**src/rtl/apb_alarm_seq.sv**
```systemverilog
// apb_alarm_seq: APB master sequencing TIME load (set/clear/set), ALARM, OFF and TIME_NOW poll on the apb_alarm slave.
// Latency: 4 cycles request->done_o for single accesses, 3+6+2*GAP_CYCLES for TIME; each ACCESS stalls on pready_i up to TIMEOUT.
// Optional: define ALARM_SEQ_POLL_EN for a free-running auto-poll every POLL_DIV cycles.
module apb_alarm_seq #(
    parameter int GAP_CYCLES = 5,
    parameter int POLL_DIV   = 1000,
    parameter int TIMEOUT    = 64
) (
    input  logic        pclk_i,
    input  logic        presetn_i,
    input  logic        time_req_i,
    input  logic [15:0] time_val_i,
    input  logic        alarm_req_i,
    input  logic [15:0] alarm_val_i,
    input  logic        alarm_en_i,
    input  logic        off_req_i,
    input  logic        poll_req_i,
    input  logic        err_clr_i,
    output logic        busy_o,
    output logic        done_o,
    output logic        err_o,
    output logic [31:0] time_now_o,
    output logic        time_now_vld_o,
    output logic [31:0] paddr_o,
    output logic        psel_o,
    output logic        penable_o,
    output logic        pwrite_o,
    output logic [31:0] pwdata_o,
    output logic [3:0]  pstrb_o,
    input  logic        pready_i,
    input  logic [31:0] prdata_i,
    input  logic        pslverr_i
);

    typedef enum logic [1:0] {ST_IDLE, ST_SETUP, ST_ACCESS, ST_GAP} state_t;
    typedef enum logic [1:0] {OP_OFF, OP_TIME, OP_ALARM, OP_POLL} op_t;

    localparam int GW = $clog2(GAP_CYCLES) + 1;
    localparam int TW = $clog2(TIMEOUT) + 1;
    localparam logic [GW-1:0] GAP_LAST = GW'(GAP_CYCLES - 1);
    localparam logic [TW-1:0] TO_LAST  = TW'(TIMEOUT - 1);

    if (GAP_CYCLES < 1 || TIMEOUT < 1 || POLL_DIV < 1) begin : g_bad_param
        $error("apb_alarm_seq: GAP_CYCLES, TIMEOUT and POLL_DIV must be >= 1");
    end

    state_t        r_state;
    state_t        w_state_nxt;
    op_t           r_op;
    op_t           w_grant_op;
    logic [1:0]    r_step;
    logic [GW-1:0] r_gap_cnt;
    logic [TW-1:0] r_to_cnt;

    logic          r_pend_off;
    logic          r_pend_time;
    logic          r_pend_alarm;
    logic          r_pend_poll;
    logic [15:0]   r_time_sh;
    logic [15:0]   r_alarm_sh;
    logic          r_alarm_en_sh;
    logic [15:0]   r_val;
    logic          r_en;

    logic          r_done;
    logic          r_err;
    logic          r_time_vld;
    logic [31:0]   r_time_now;

    logic          w_grant;
    logic          w_acc_ok;
    logic          w_slverr;
    logic          w_timeout;
    logic          w_abort;
    logic          w_auto_poll;
    logic          w_psel;
    logic          w_penable;
    logic          w_write;
    logic [31:0]   w_addr;
    logic [31:0]   w_wdata;

    `ifdef ALARM_SEQ_POLL_EN
    localparam int PW = $clog2(POLL_DIV) + 1;
    logic [PW-1:0] r_poll_cnt;

    always_ff @(posedge pclk_i or negedge presetn_i) begin
        if (!presetn_i) begin
            r_poll_cnt <= '0;
        end else if (r_poll_cnt == PW'(POLL_DIV - 1)) begin
            r_poll_cnt <= '0;
        end else begin
            r_poll_cnt <= r_poll_cnt + PW'(1);
        end
    end

    assign w_auto_poll = (r_poll_cnt == PW'(POLL_DIV - 1));
    `else
    assign w_auto_poll = 1'b0;
    `endif

    always_comb begin
        w_grant_op = OP_POLL;
        if (r_pend_off) begin
            w_grant_op = OP_OFF;
        end else if (r_pend_time) begin
            w_grant_op = OP_TIME;
        end else if (r_pend_alarm) begin
            w_grant_op = OP_ALARM;
        end
    end

    // No grant in the done_o cycle: guarantees an idle cycle between operations.
    assign w_grant   = (r_state == ST_IDLE) && !r_done &&
                       (r_pend_off || r_pend_time || r_pend_alarm || r_pend_poll);
    assign w_acc_ok  = (r_state == ST_ACCESS) && pready_i;
    assign w_slverr  = w_acc_ok && pslverr_i;
    assign w_timeout = (r_state == ST_ACCESS) && !pready_i && (r_to_cnt == TO_LAST);
    assign w_abort   = w_slverr || w_timeout;

    always_ff @(posedge pclk_i or negedge presetn_i) begin
        if (!presetn_i) begin
            r_state <= ST_IDLE;
        end else begin
            r_state <= w_state_nxt;
        end
    end

    always_comb begin
        w_state_nxt = r_state;
        case (r_state)
            ST_IDLE:   if (w_grant) w_state_nxt = ST_SETUP;
            ST_SETUP:  w_state_nxt = ST_ACCESS;
            ST_ACCESS: begin
                if (w_abort) begin
                    w_state_nxt = ST_IDLE;
                end else if (w_acc_ok) begin
                    w_state_nxt = (r_op == OP_TIME) ? ST_GAP : ST_IDLE;
                end
            end
            ST_GAP:    if (r_gap_cnt == '0) w_state_nxt = (r_step == 2'd3) ? ST_IDLE : ST_SETUP;
            default:   w_state_nxt = ST_IDLE;
        endcase
    end

    always_comb begin
        w_psel    = 1'b0;
        w_penable = 1'b0;
        w_write   = 1'b0;
        w_addr    = '0;
        w_wdata   = '0;
        if (r_state == ST_SETUP || r_state == ST_ACCESS) begin
            w_psel    = 1'b1;
            w_penable = (r_state == ST_ACCESS);
            case (r_op)
                OP_OFF: begin
                    w_addr  = 32'h0000_000C;
                    w_write = 1'b1;
                    w_wdata = 32'h0000_0001;
                end
                OP_TIME: begin
                    // Load handshake: bit16 set, clear, set on steps 0,1,2.
                    w_addr  = 32'h0000_0000;
                    w_write = 1'b1;
                    w_wdata = {15'b0, (r_step != 2'd1), r_val};
                end
                OP_ALARM: begin
                    w_addr  = 32'h0000_0004;
                    w_write = 1'b1;
                    w_wdata = {15'b0, r_en, r_val};
                end
                default: begin
                    w_addr  = 32'h0000_0008;
                end
            endcase
        end
    end

    always_ff @(posedge pclk_i or negedge presetn_i) begin
        if (!presetn_i) begin
            r_op       <= OP_OFF;
            r_step     <= 2'd0;
            r_val      <= '0;
            r_en       <= 1'b0;
            r_gap_cnt  <= '0;
            r_to_cnt   <= '0;
            r_done     <= 1'b0;
            r_err      <= 1'b0;
            r_time_vld <= 1'b0;
            r_time_now <= '0;
        end else begin
            r_done     <= (r_state != ST_IDLE) && (w_state_nxt == ST_IDLE);
            r_time_vld <= 1'b0;

            if (w_grant) begin
                r_op   <= w_grant_op;
                r_step <= 2'd0;
                r_val  <= (w_grant_op == OP_TIME) ? r_time_sh : r_alarm_sh;
                r_en   <= r_alarm_en_sh;
            end

            if (r_state == ST_SETUP) begin
                r_to_cnt <= '0;
            end else if (r_state == ST_ACCESS) begin
                r_to_cnt <= r_to_cnt + TW'(1);
            end

            // After the third TIME write a single trailing idle cycle precedes done_o.
            if (w_acc_ok && !pslverr_i && r_op == OP_TIME) begin
                r_step    <= r_step + 2'd1;
                r_gap_cnt <= (r_step == 2'd2) ? '0 : GAP_LAST;
            end else if (r_state == ST_GAP && r_gap_cnt != '0) begin
                r_gap_cnt <= r_gap_cnt - GW'(1);
            end

            if (w_acc_ok && !pslverr_i && r_op == OP_POLL) begin
                r_time_now <= prdata_i;
                r_time_vld <= 1'b1;
            end

            if (w_abort) begin
                r_err <= 1'b1;
            end else if (err_clr_i) begin
                r_err <= 1'b0;
            end
        end
    end

    // A request in its own grant cycle re-arms the flag (set beats clear).
    always_ff @(posedge pclk_i or negedge presetn_i) begin
        if (!presetn_i) begin
            r_pend_off    <= 1'b0;
            r_pend_time   <= 1'b0;
            r_pend_alarm  <= 1'b0;
            r_pend_poll   <= 1'b0;
            r_time_sh     <= '0;
            r_alarm_sh    <= '0;
            r_alarm_en_sh <= 1'b0;
        end else begin
            r_pend_off   <= off_req_i   || (r_pend_off   && !(w_grant && w_grant_op == OP_OFF));
            r_pend_time  <= time_req_i  || (r_pend_time  && !(w_grant && w_grant_op == OP_TIME));
            r_pend_alarm <= alarm_req_i || (r_pend_alarm && !(w_grant && w_grant_op == OP_ALARM));
            r_pend_poll  <= poll_req_i  || w_auto_poll ||
                            (r_pend_poll && !(w_grant && w_grant_op == OP_POLL));
            if (time_req_i) begin
                r_time_sh <= time_val_i;
            end
            if (alarm_req_i) begin
                r_alarm_sh    <= alarm_val_i;
                r_alarm_en_sh <= alarm_en_i;
            end
        end
    end

    assign busy_o         = (r_state != ST_IDLE) || w_grant || r_done;
    assign done_o         = r_done;
    assign err_o          = r_err;
    assign time_now_o     = r_time_now;
    assign time_now_vld_o = r_time_vld;
    assign paddr_o        = w_addr;
    assign psel_o         = w_psel;
    assign penable_o      = w_penable;
    assign pwrite_o       = w_write;
    assign pwdata_o       = w_wdata;
    assign pstrb_o        = 4'b1111;

endmodule
```
**config.mk**
```make
export PLATFORM = sky130hd
export DESIGN_NAME = apb_alarm_seq
export DESIGN_NICKNAME = d
export VERILOG_FILES = /design/src/rtl/apb_alarm_seq.sv
export SDC_FILE = /design/constraint.sdc
export NUM_CORES = 1
export LEC_CHECK = 0
export BUFFER_PORTS_ARGS = -buffer_cell sky130_fd_sc_hd__buf_2
export CAP_MARGIN = 10
export CORE_MARGIN = 2
export CORE_UTILIZATION = 45
export DETAILED_ROUTE_END_ITERATION = 8
export GPL_TIMING_DRIVEN = 0
export PLACE_DENSITY_LB_ADDON = 0.2
export SLEW_MARGIN = 20
export SYNTH_ARGS = -nofsm -noshare
export SYNTH_HDL_FRONTEND = slang
export SYNTH_SLANG_ARGS = --single-unit
```
**constraint.sdc**
```tcl
create_clock -name pclk_i -period 1.55 [get_ports pclk_i]
set_input_delay 0.155 -clock pclk_i [delete_from_list [all_inputs] [get_ports pclk_i]]
set_output_delay 0.155 -clock pclk_i [all_outputs]
set_load 0.02 [all_outputs]
```
# ---- Word level (Yosys, flattened, before mapping)
# Cells that the tools add are included.
dict set report totals {
  out_inout_bits 107
  reg_bits 106
  input_bits 74
}
dict set report op_classes {
  muxes 29
  reduce_logical 49
  n_eq_ne 13
  n_addsub 3
}
# operator n
set op_table {}
lappend op_table {{$pmux 17 s3} 1}
lappend op_table {{$logic_and 1x1->1} 19}
lappend op_table {{$mux 2} 9}
lappend op_table {{$mux 17} 1}
lappend op_table {{$eq 2x2->1 const B} 8}
lappend op_table {{$mux 16} 1}
lappend op_table {{$mux 7} 2}
lappend op_table {{$mux 4} 3}
lappend op_table {{$pmux 4 s3} 1}
lappend op_table {{$logic_or 1x1->1} 11}
lappend op_table {{$reduce_bool 2->1} 5}
lappend op_table {{$mux 1} 9}
lappend op_table {{$logic_not 2->1} 4}
lappend op_table {{$pmux 2 s4} 1}
lappend op_table {{$add 7x1->7 const B} 1}
lappend op_table {{$eq 7x6->1 const B} 1}
lappend op_table {{$logic_not 1->1} 7}
lappend op_table {{$eq 2x1->1 const B} 3}
lappend op_table {{$logic_not 4->1} 1}
lappend op_table {{$reduce_bool 4->1} 1}
lappend op_table {{$sub 4x1->4 const B} 1}
lappend op_table {{$mux 3} 1}
lappend op_table {{$reduce_or 3->1} 1}
lappend op_table {{$add 2x1->2 const B} 1}
lappend op_table {{$ne 2x1->1 const B} 1}

# ---- Longest topological paths before layout
# Gate-level depths: netlist of run 1.
dict set report depth {
  ltp_word 8
  depth_mapped 8
  depth_no_buf 7
}

# ---- Worst setup path before layout of run 1
# No wires, ideal clock.
dict set report synth_timing {
  path_kind {register -> output}
  startpoint {reg r_state[0]}
  endpoint {out pwdata_o[10]}
  stages_incl_launch_ff 7
  slack_ns -0.388
  t_arrival_ns 1.783
  t_required_ns 1.395
  path_cell_list {dfrtp_1 inv_1 ha_1 nand2b_1 nor2_1 clkbuf_1 and2_1}
}
dict set report synth_between {
  elab_chain_cells 3
  elab_cells_between_ends 4
  classes_between {eq/ne: 2; mux: 1; reduce/logical: 1}
}
# item line_no
set synth_rtl {}
lappend synth_rtl {{start: declaration} 47} ;# state_t r_state;
lappend synth_rtl {{start signal: assignment} 124} ;# r_state <= w_state_nxt;
lappend synth_rtl {{$eq 2x1->1 / $eq 2x2->1 (equally long branches)} 151} ;# if (r_state == ST_SETUP || r_state == ST_ACCESS) begin
lappend synth_rtl {{$logic_or 1x1->1 *} 151}
lappend synth_rtl {{$mux 17 *} 151}
lappend synth_rtl {{end: declaration} 28} ;# output logic [31:0] pwdata_o,
# Every way passes the cells marked *; elsewhere a longest branch is shown, timed or not.

# ---- Worst setup path in the final report of run 1
dict set report layout_timing {
  startpoint {reg r_op[0]}
  endpoint {out pwdata_o[10]}
}
dict set report layout_between {
  elab_chain_cells 3
  elab_cells_between_ends 5
  classes_between {eq/ne: 2; mux: 2; reduce/logical: 1}
}
# item line_no
set layout_rtl {}
lappend layout_rtl {{start: declaration} 49} ;# op_t r_op;
lappend layout_rtl {{start signal: assignment} 195} ;# r_op <= w_grant_op;
lappend layout_rtl {{$eq 2x2->1 (tied with other cells)} 154} ;# case (r_op)
lappend layout_rtl {{$pmux 17 s3 *} 154}
lappend layout_rtl {{$mux 17 *} 151}
# Marked as above.

==> summary.txt, run 1 <==
Endpoint type of the worst setup path: output port
MaxCap Viol Count: 0
LEAKAGE: 3.94 nW
Routed vias/inst: 4.72
Crit-path max cell delay: 460 ps
CP Buf/Inv Count: 2
Overflow after GRT: 0
Antenna cell count: 0
Avg Synthesized Cell Area: 11.8 um2
Seq cells post-synth: 106
Hold wc startpoint: poll_req_i
Type of the most critical hold path: in -> reg
Initial Util: 46.6%
Clock slew at reported path FFs: 70 ps
H-Tree Depth: 3
Endpoint of the worst hold path: r_pend_poll
FFs w/ async S/R, synth: 100%
Hold path depth: 2
CP arrival: 1740 ps
Row count: 38
Relative slew slack: 62.5%
Clk_lat worst skew: 340 ps
Die Y: 111 um
Failing checks: setup timing
Worst slew pin tran: 562 ps
First-pass GRT wire length: 19.5 mm
Cells after DPL: 749
CP required: 1390 ps
Final setup violation count: 81
Num CTS Buffers: 9
Post-DP HPWL: 7.80 mm
Setup TNS: -14,960 ps
WL final: 12.2 mm
Number of buffers on the longest clock path: 2
IO buf count: 129
Sink Count: 106
# IOs: 181
Worst-path cell chain: ha_1, nand2b_4, nor2_4, buf_8, and2_4, buf_6
Gpl congestion: 0.749
Worst path top cell family by delay: simple AND/OR/NAND/NOR gates
Post-layout min period: 1900 ps
Post-synthesis sequential area ratio: 51.9%
Layout cells sized above 1: 59.9%
Crit Path Max Fanout: 5
Layout Cells excl Fill: 813
P per Cell Area: 1570 nW/um2
Tot GR Track Use: 19.8%
Unrepaired setup endpoints after global routing: yes
Die width: 111 um
Top FF cell, synth: dfrtp_1
R2r endpoint: time_now_o[14]
Synth cell types: 40
TritonRoute pass-1 iters: 4
CTS Root Cell: clkbuf_16
Remaining DRCs: 0
Synth warnings: 0
Antenna violations before repair: 0
Largest net degree at the start of global routing: 63
Fin nets: 758
Initial drt markers: 91
Total core area: 11,000 um2
Fillers: 812
Post-DRT Antenna Nets: 0
Layout area overhead: 49.7%
Final Hold Viols: 0
Status: finished, violations left
Worst path slowest cell: dfrtp_2
Post-synth EDFFs: 0
Max Clock Skew: 6.13 ps
Fmax achieved: 528 MHz
Vias in the first global route: 3,945
Crit path kind: reg -> out
FF-to-FF path depth: 10
Via Count: 3,837
Final period util: 122%
Wirelength per Cell: 15.0 um
Reg-to-Reg Start: r_state[0]
Critical Path Start Type: flip-flop
Die area: 12,200 um2
TritonCTS clock tree: built
Flop2flop setup slack: -260 ps
Final Slew Violations: 0
Fin worst setup slack: -345 ps
Cells after Synth: 432
Peak supply drop: 0.000888 V
Netlist Area Pre-Place: 5110 um2
==> sequential cells by signal, indices dropped and copies added (netlist names), 2 cells and up <==
| name | count |
|---|---|
| time_now_o | 32 |
| r_alarm_sh | 16 |
| r_step | 2 |
| r_val | 16 |
| r_to_cnt | 7 |
| r_time_sh | 16 |
| r_state | 2 |
| r_op | 2 |
| r_gap_cnt | 4 |
==> metal layers <==
layer / part of all wire (%) / up-vias / track usage [%]
met5: 0 / - / 0
li1: - / 1837 / -
met1: 39 / 1863 / 23.7
met2: 53 / 124 / 35.0
met4: 1.5 / 0 / 6.92
met3: 5.8 / 13 / 4.50
==> stage by stage <==
step | hold slack [ps] | cell area [um2] | total power, mW | setup WS [ps] | utilization, %
6_report | 10.5 | 7660 | 12.0 | -345 | 69.7
5_1_grt | 20.9 | 7660 | 12.6 | -413 | 69.7
4_1_cts | 2.45 | 7420 | 11.4 | -361 | 67.5
3_5_place_dp | 111 | 6250 | 7.17 | -246 | 56.9
3_3_place_gp | 336 | 6220 | 7.04 | -809 | 56.6
2_1_floorplan | -141 | 5400 | 6.23 | -11.6 | -
==> worst max-delay path by stage <==
stage	startpoint	end	slack (ps)	cells past startpoint
2_1_floorplan	r_pend_time	r_en	-10	4
3_3_place_gp	presetn_i	time_now_o[6]	-810	1
3_5_place_dp	r_state[1]	pwdata_o[14]	-250	7
4_1_cts	r_state[0]	pwdata_o[1]	-360	7
5_1_grt	r_state[0]	pwdata_o[9]	-410	7
6_report	r_op[0]	pwdata_o[10]	-350	6
==> power by group <==
| group | leakage [nW] | switching, mW | internal [mW] |
|---|---|---|---|
| Sequential | 1.33 | 0.498 | 3.31 |
| Combinational | 2.46 | 2.74 | 3.01 |
| Clock | 0.147 | 0.996 | 1.42 |
==> Yosys cell counts, types with 6 or more instances <==
| cell type | instances | area, um2 |
|---|---|---|
| a21oi_1 | 8 | 40.0 |
| and2_1 | 16 | 100 |
| buf_2 | 6 | 30.0 |
| buf_4 | 51 | 383 |
| dfrtp_1 | 106 | 2650 |
| ha_1 | 16 | 200 |
| inv_1 | 20 | 75.1 |
| mux2_2 | 66 | 743 |
| mux2i_1 | 18 | 180 |
| nand2_1 | 26 | 97.6 |
| nand2b_1 | 9 | 56.3 |
| nor2_1 | 12 | 45.0 |
| nor3b_1 | 6 | 45.0 |
| o21ai_0 | 24 | 120 |
| o22ai_1 | 6 | 37.5 |
==> area by class of cell <==
type                    instances  area (um2)  share of cell area (%)
plain buffers                  64         548                    7.16
inverters                      20        77.6                    1.01
multi-input cells             289        2540                    33.1
flip-flops and latches        106        2660                    34.7
clock buffers                  12         236                    3.09
clock inverters                 4        76.3                   0.997
repair buffers                178        1350                    17.6
well taps                     140         175                    2.29
==> what timing repair did <==
item	CTS	global route
hold buffers	2	0
hold endpoints to repair	45	0
endpoints found under the setup margin	77	88
gates cloned	8	0
resized for setup	143	50
pin swaps	41	15
buffers inserted	31	10
==> cell families (layout without fill, tap and decap cells) <==
family / Yosys count / count (layout) / share of synthesized area [%]
flip-flops: 106 / 106 / 51.9
AND/OR/NAND/NOR: 87 / 88 / 9.25
multiplexers: 85 / 85 / 18.3
buffers and inverters: 85 / 278 / 10.5
AO/OA/AOI/OAI: 48 / 48 / 5.51
adder cells (fa/ha/maj): 16 / 16 / 3.91
XOR/XNOR: 3 / 3 / 0.514
other: 2 / 49 / 0.147
==> cells in the final DEF, fill, tap and decap left out, types with 3 or more instances in the layout <==
| cell | count |
|---|---|
| nor2_1 | 7 |
| ha_4 | 6 |
| mux2i_1 | 18 |
| buf_8 | 10 |
| o21ai_2 | 11 |
| nand3_1 | 3 |
| buf_16 | 6 |
| ha_1 | 8 |
| nand2_1 | 6 |
| dfrtp_1 | 103 |
| inv_1 | 14 |
| buf_6 | 35 |
| o21ai_0 | 7 |
| and2_4 | 15 |
| buf_2 | 107 |
| nor3b_1 | 3 |
| nand2b_1 | 6 |
| nand2_4 | 11 |
| nand2_8 | 3 |
| xnor2_1 | 3 |
| nand2_2 | 8 |
| buf_4 | 78 |
| o22ai_1 | 6 |
| conb_1 | 49 |
| o21ai_1 | 8 |
| clkbuf_16 | 10 |
| nand2b_4 | 3 |
| mux2_2 | 65 |
| clkbuf_1 | 5 |
| a21oi_1 | 6 |
| inv_2 | 5 |
| nor2_4 | 5 |
| dfrtp_2 | 3 |
Note: power is estimated with default switching activity, not from simulation.
==> run 2: changes to the inputs <==
--- a/config.mk
+++ b/config.mk
@@ -16,3 +16,4 @@
 export SYNTH_ARGS = -nofsm -noshare
 export SYNTH_HDL_FRONTEND = slang
 export SYNTH_SLANG_ARGS = --single-unit
+export TNS_END_PERCENT = 30
==> run 2 against run 1 <==
Compared with the run above:
- the run still ends with setup timing left
- die area unchanged
- worst setup slack got worse by 13 ps
- maximum frequency shrank 0.67%
- critical path depth rose by 1
- clock skew rose by 3.5 ps
- via count fell by 3.7%
- design area fell by 5.3%
- clock power fell by 8%
- sequential share of layout area is 1.9 points higher
- total power down 12%
- critical path type unchanged
- largest cell class unchanged
==> summary.txt, run 2 (synthesized netlist as in run 1, its figures left out) <==
Total power: 10.6 mW (-12%)
Num CTS Buffers: 9 (unchanged)
P per Cell Area: 1460 nW/um2 (-6.9%)
Post-Place Cell Area: 6220 um2 (-0.48%)
WL final: 11.2 mm (-8.1%)
Overflow after GRT: 0 (unchanged)
Crit path kind: reg -> out
Die width: 111 um (unchanged)
Final Slew Violations: 0 (unchanged)
Vias in the first global route: 3,922 (-0.58%)
Type of the most critical hold path: in -> reg
Max Clock Skew: 9.66 ps (+3.53 ps)
Sink Count: 106 (unchanged)
Pint: 6.85 mW (-12%)
Wirelength per Cell: 14.0 um (-7.0%)
Post-layout min period: 1910 ps (+12.7 ps)
Worst path slowest cell: dfrtp_1
Layout area overhead: 41.8%
Post-DRT Antenna Nets: 0 (unchanged)
Worst-path cell chain: inv_2, ha_4, nand2b_4, nor2_4, buf_8, and2_4, buf_6
Unrepaired setup endpoints after global routing: yes
Relative slew slack: 63.1% (+0.61 points)
Row count: 38 (unchanged)
Endpoint type of the worst setup path: output port
Worst slew pin tran: 553 ps (-9.20 ps)
Initial drt markers: 121 (+33%)
Sw Pwr: 3.72 mW (-12%)
IO buf count: 129 (unchanged)
Critical Path Start Type: flip-flop
TritonRoute pass-1 iters: 4 (unchanged)
Total core area: 11,000 um2 (unchanged)
Gpl congestion: 0.817 (+9.1%)
Sw frac: 35.2% (-0.14 points)
Post-DP HPWL: 7.73 mm (-0.92%)
Fin worst setup slack: -358 ps (-12.7 ps)
Commonest non-fill, non-tap cells in the layout: 109 x buf_2, 105 x dfrtp_1, 80 x buf_4
Fin nets: 749 (-1.2%)
H-Tree Depth: 3 (unchanged)
First-pass GRT wire length: 18.7 mm (-4.1%)
Largest net degree at the start of global routing: 84 (+33%)
Routed vias/inst: 4.60 (-2.6%)
Via Count: 3,696 (-3.7%)
Fraction of power consumed by sequential logic: 34.8% (+3.0 points)
Remaining DRCs: 0 (unchanged)
Peak supply drop: 0.000673 V (-24%)
TritonCTS clock tree: built
Design area: 7250 um2 (-5.3%)
Crit-path max cell delay: 390 ps (-70 ps)
Clock power frac: 21.1% (+0.9 points)
Layout cells sized above 1: 55.1% (-4.8 points)
Max reg flops: 32 (unchanged)
Most common cell after layout, fill and taps aside: buf_2
Comb pwr share: 44.1% (-3.9 points)
Fmax achieved: 524 MHz (-0.67%)
CTS Root Cell: clkbuf_16
LEAKAGE: 3.79 nW (-3.9%)
Final setup violation count: 64 (-21%)
Final period util: 123% (+0.82 points)
Tot GR Track Use: 18.8% (-1.0 points)
Worst hold margin: 32.0 ps (+21.5 ps)
Status: finished, violations left
CP required: 1390 ps (about the same)
Antenna cell count: 0 (unchanged)
CP arrival: 1750 ps (about the same)
# IOs: 181 (unchanged)
Failing checks: setup timing
Die area: 12,200 um2 (unchanged)
Clock slew at reported path FFs: 70 ps (about the same)
Antenna violations before repair: 0 (unchanged)
MaxCap Viol Count: 0 (unchanged)
Util after Layout: 66.0% (-3.7 points)
Die Y: 111 um (unchanged)
Number of buffers on the longest clock path: 2 (unchanged)
Clk_lat worst skew: 350 ps (about the same)
Final Hold Viols: 0 (unchanged)
Crit Path Max Fanout: 6 (+1)
Initial Util: 46.6% (unchanged)
-- run 2: changes by cell type in the layout (fill, tap and decap cells not counted), sizes merged --
cell,previous run,this run
clkinvlp,1,2
buf,236,229
nand2,28,27
dlygate4sd3,2,3
inv,20,21
clkinv,1,2
clkbuf,16,13
bufinv,2,0
-- run 2: metrics by stage --
stage	setup slack, ps	std cells	TNS [ps]
floorplan	-48.5	479	-428
global placement	-821	748	-95400
detailed placement	-273	749	-10680
CTS	-385	791	-10650
global route	-438	804	-16380
finish	-358	804	-12000
-- run 2: area by class of cell --
| cell class | instances | area, um2 |
|---|---|---|
| tap | 140 | 175 |
| sequential | 106 | 2650 |
| fill | 894 | 3730 |
| multi-input combinational | 288 | 2330 |
| timing repair buffer | 170 | 1180 |
| buffer | 64 | 541 |
| clock inverter | 5 | 37.5 |
| inverter | 20 | 75.1 |
| clock buffer | 11 | 253 |
-- run 2: power by group through the flow --
stage	combinational, mW	clock (mW)	sequential, mW
final	4.66	2.23	3.68
after floorplan	2.49	0	3.68
after global routing	5.09	2.40	3.75
after global placement	3.26	0	3.70
after CTS	4.36	2.27	3.65
after detailed placement	3.37	0	3.73
-- run 2: critical path, delay by kind of cell (launching register included) --
family,cells,cell delay (ps)
fa+ha+maj,1,280
buf+inv,3,330
flops,1,390
simple gates,3,400
-- run 2: path summary, 6_finish.rpt --
kind	from	end	slack, ps	cells past startpoint
worst max register to register	r_state[0]	time_now_o[18]	-210	10
worst min register to register	r_val[2]	r_val[2]	480	2
worst min-delay path	prdata_i[13]	time_now_o[13]	30	2
worst max-delay path	r_state[1]	pwdata_o[13]	-360	7
min in group asynchronous	presetn_i	r_time_sh[6]	230	2
max in group asynchronous	presetn_i	r_gap_cnt[1]	650	3
-- run 2: repair_timing --
item | 4_1_cts | 5_1_grt
pin swaps | 22 | 12
hold buffers | 3 | 0
cloned | 3 | 0
buffers inserted | 21 | 13
hold endpoints to repair | 25 | 0
resized for setup | 88 | 42
endpoints found under the setup margin | 83 | 80
-- run 2: routing by layer --
layer	vias up	global-route usage (%)	wire, um
met5	-	0	0
met4	0	4.67	98
li1	1822	-	-
met1	1767	22.4	4570
met3	9	5.27	682
met2	98	33.6	5880
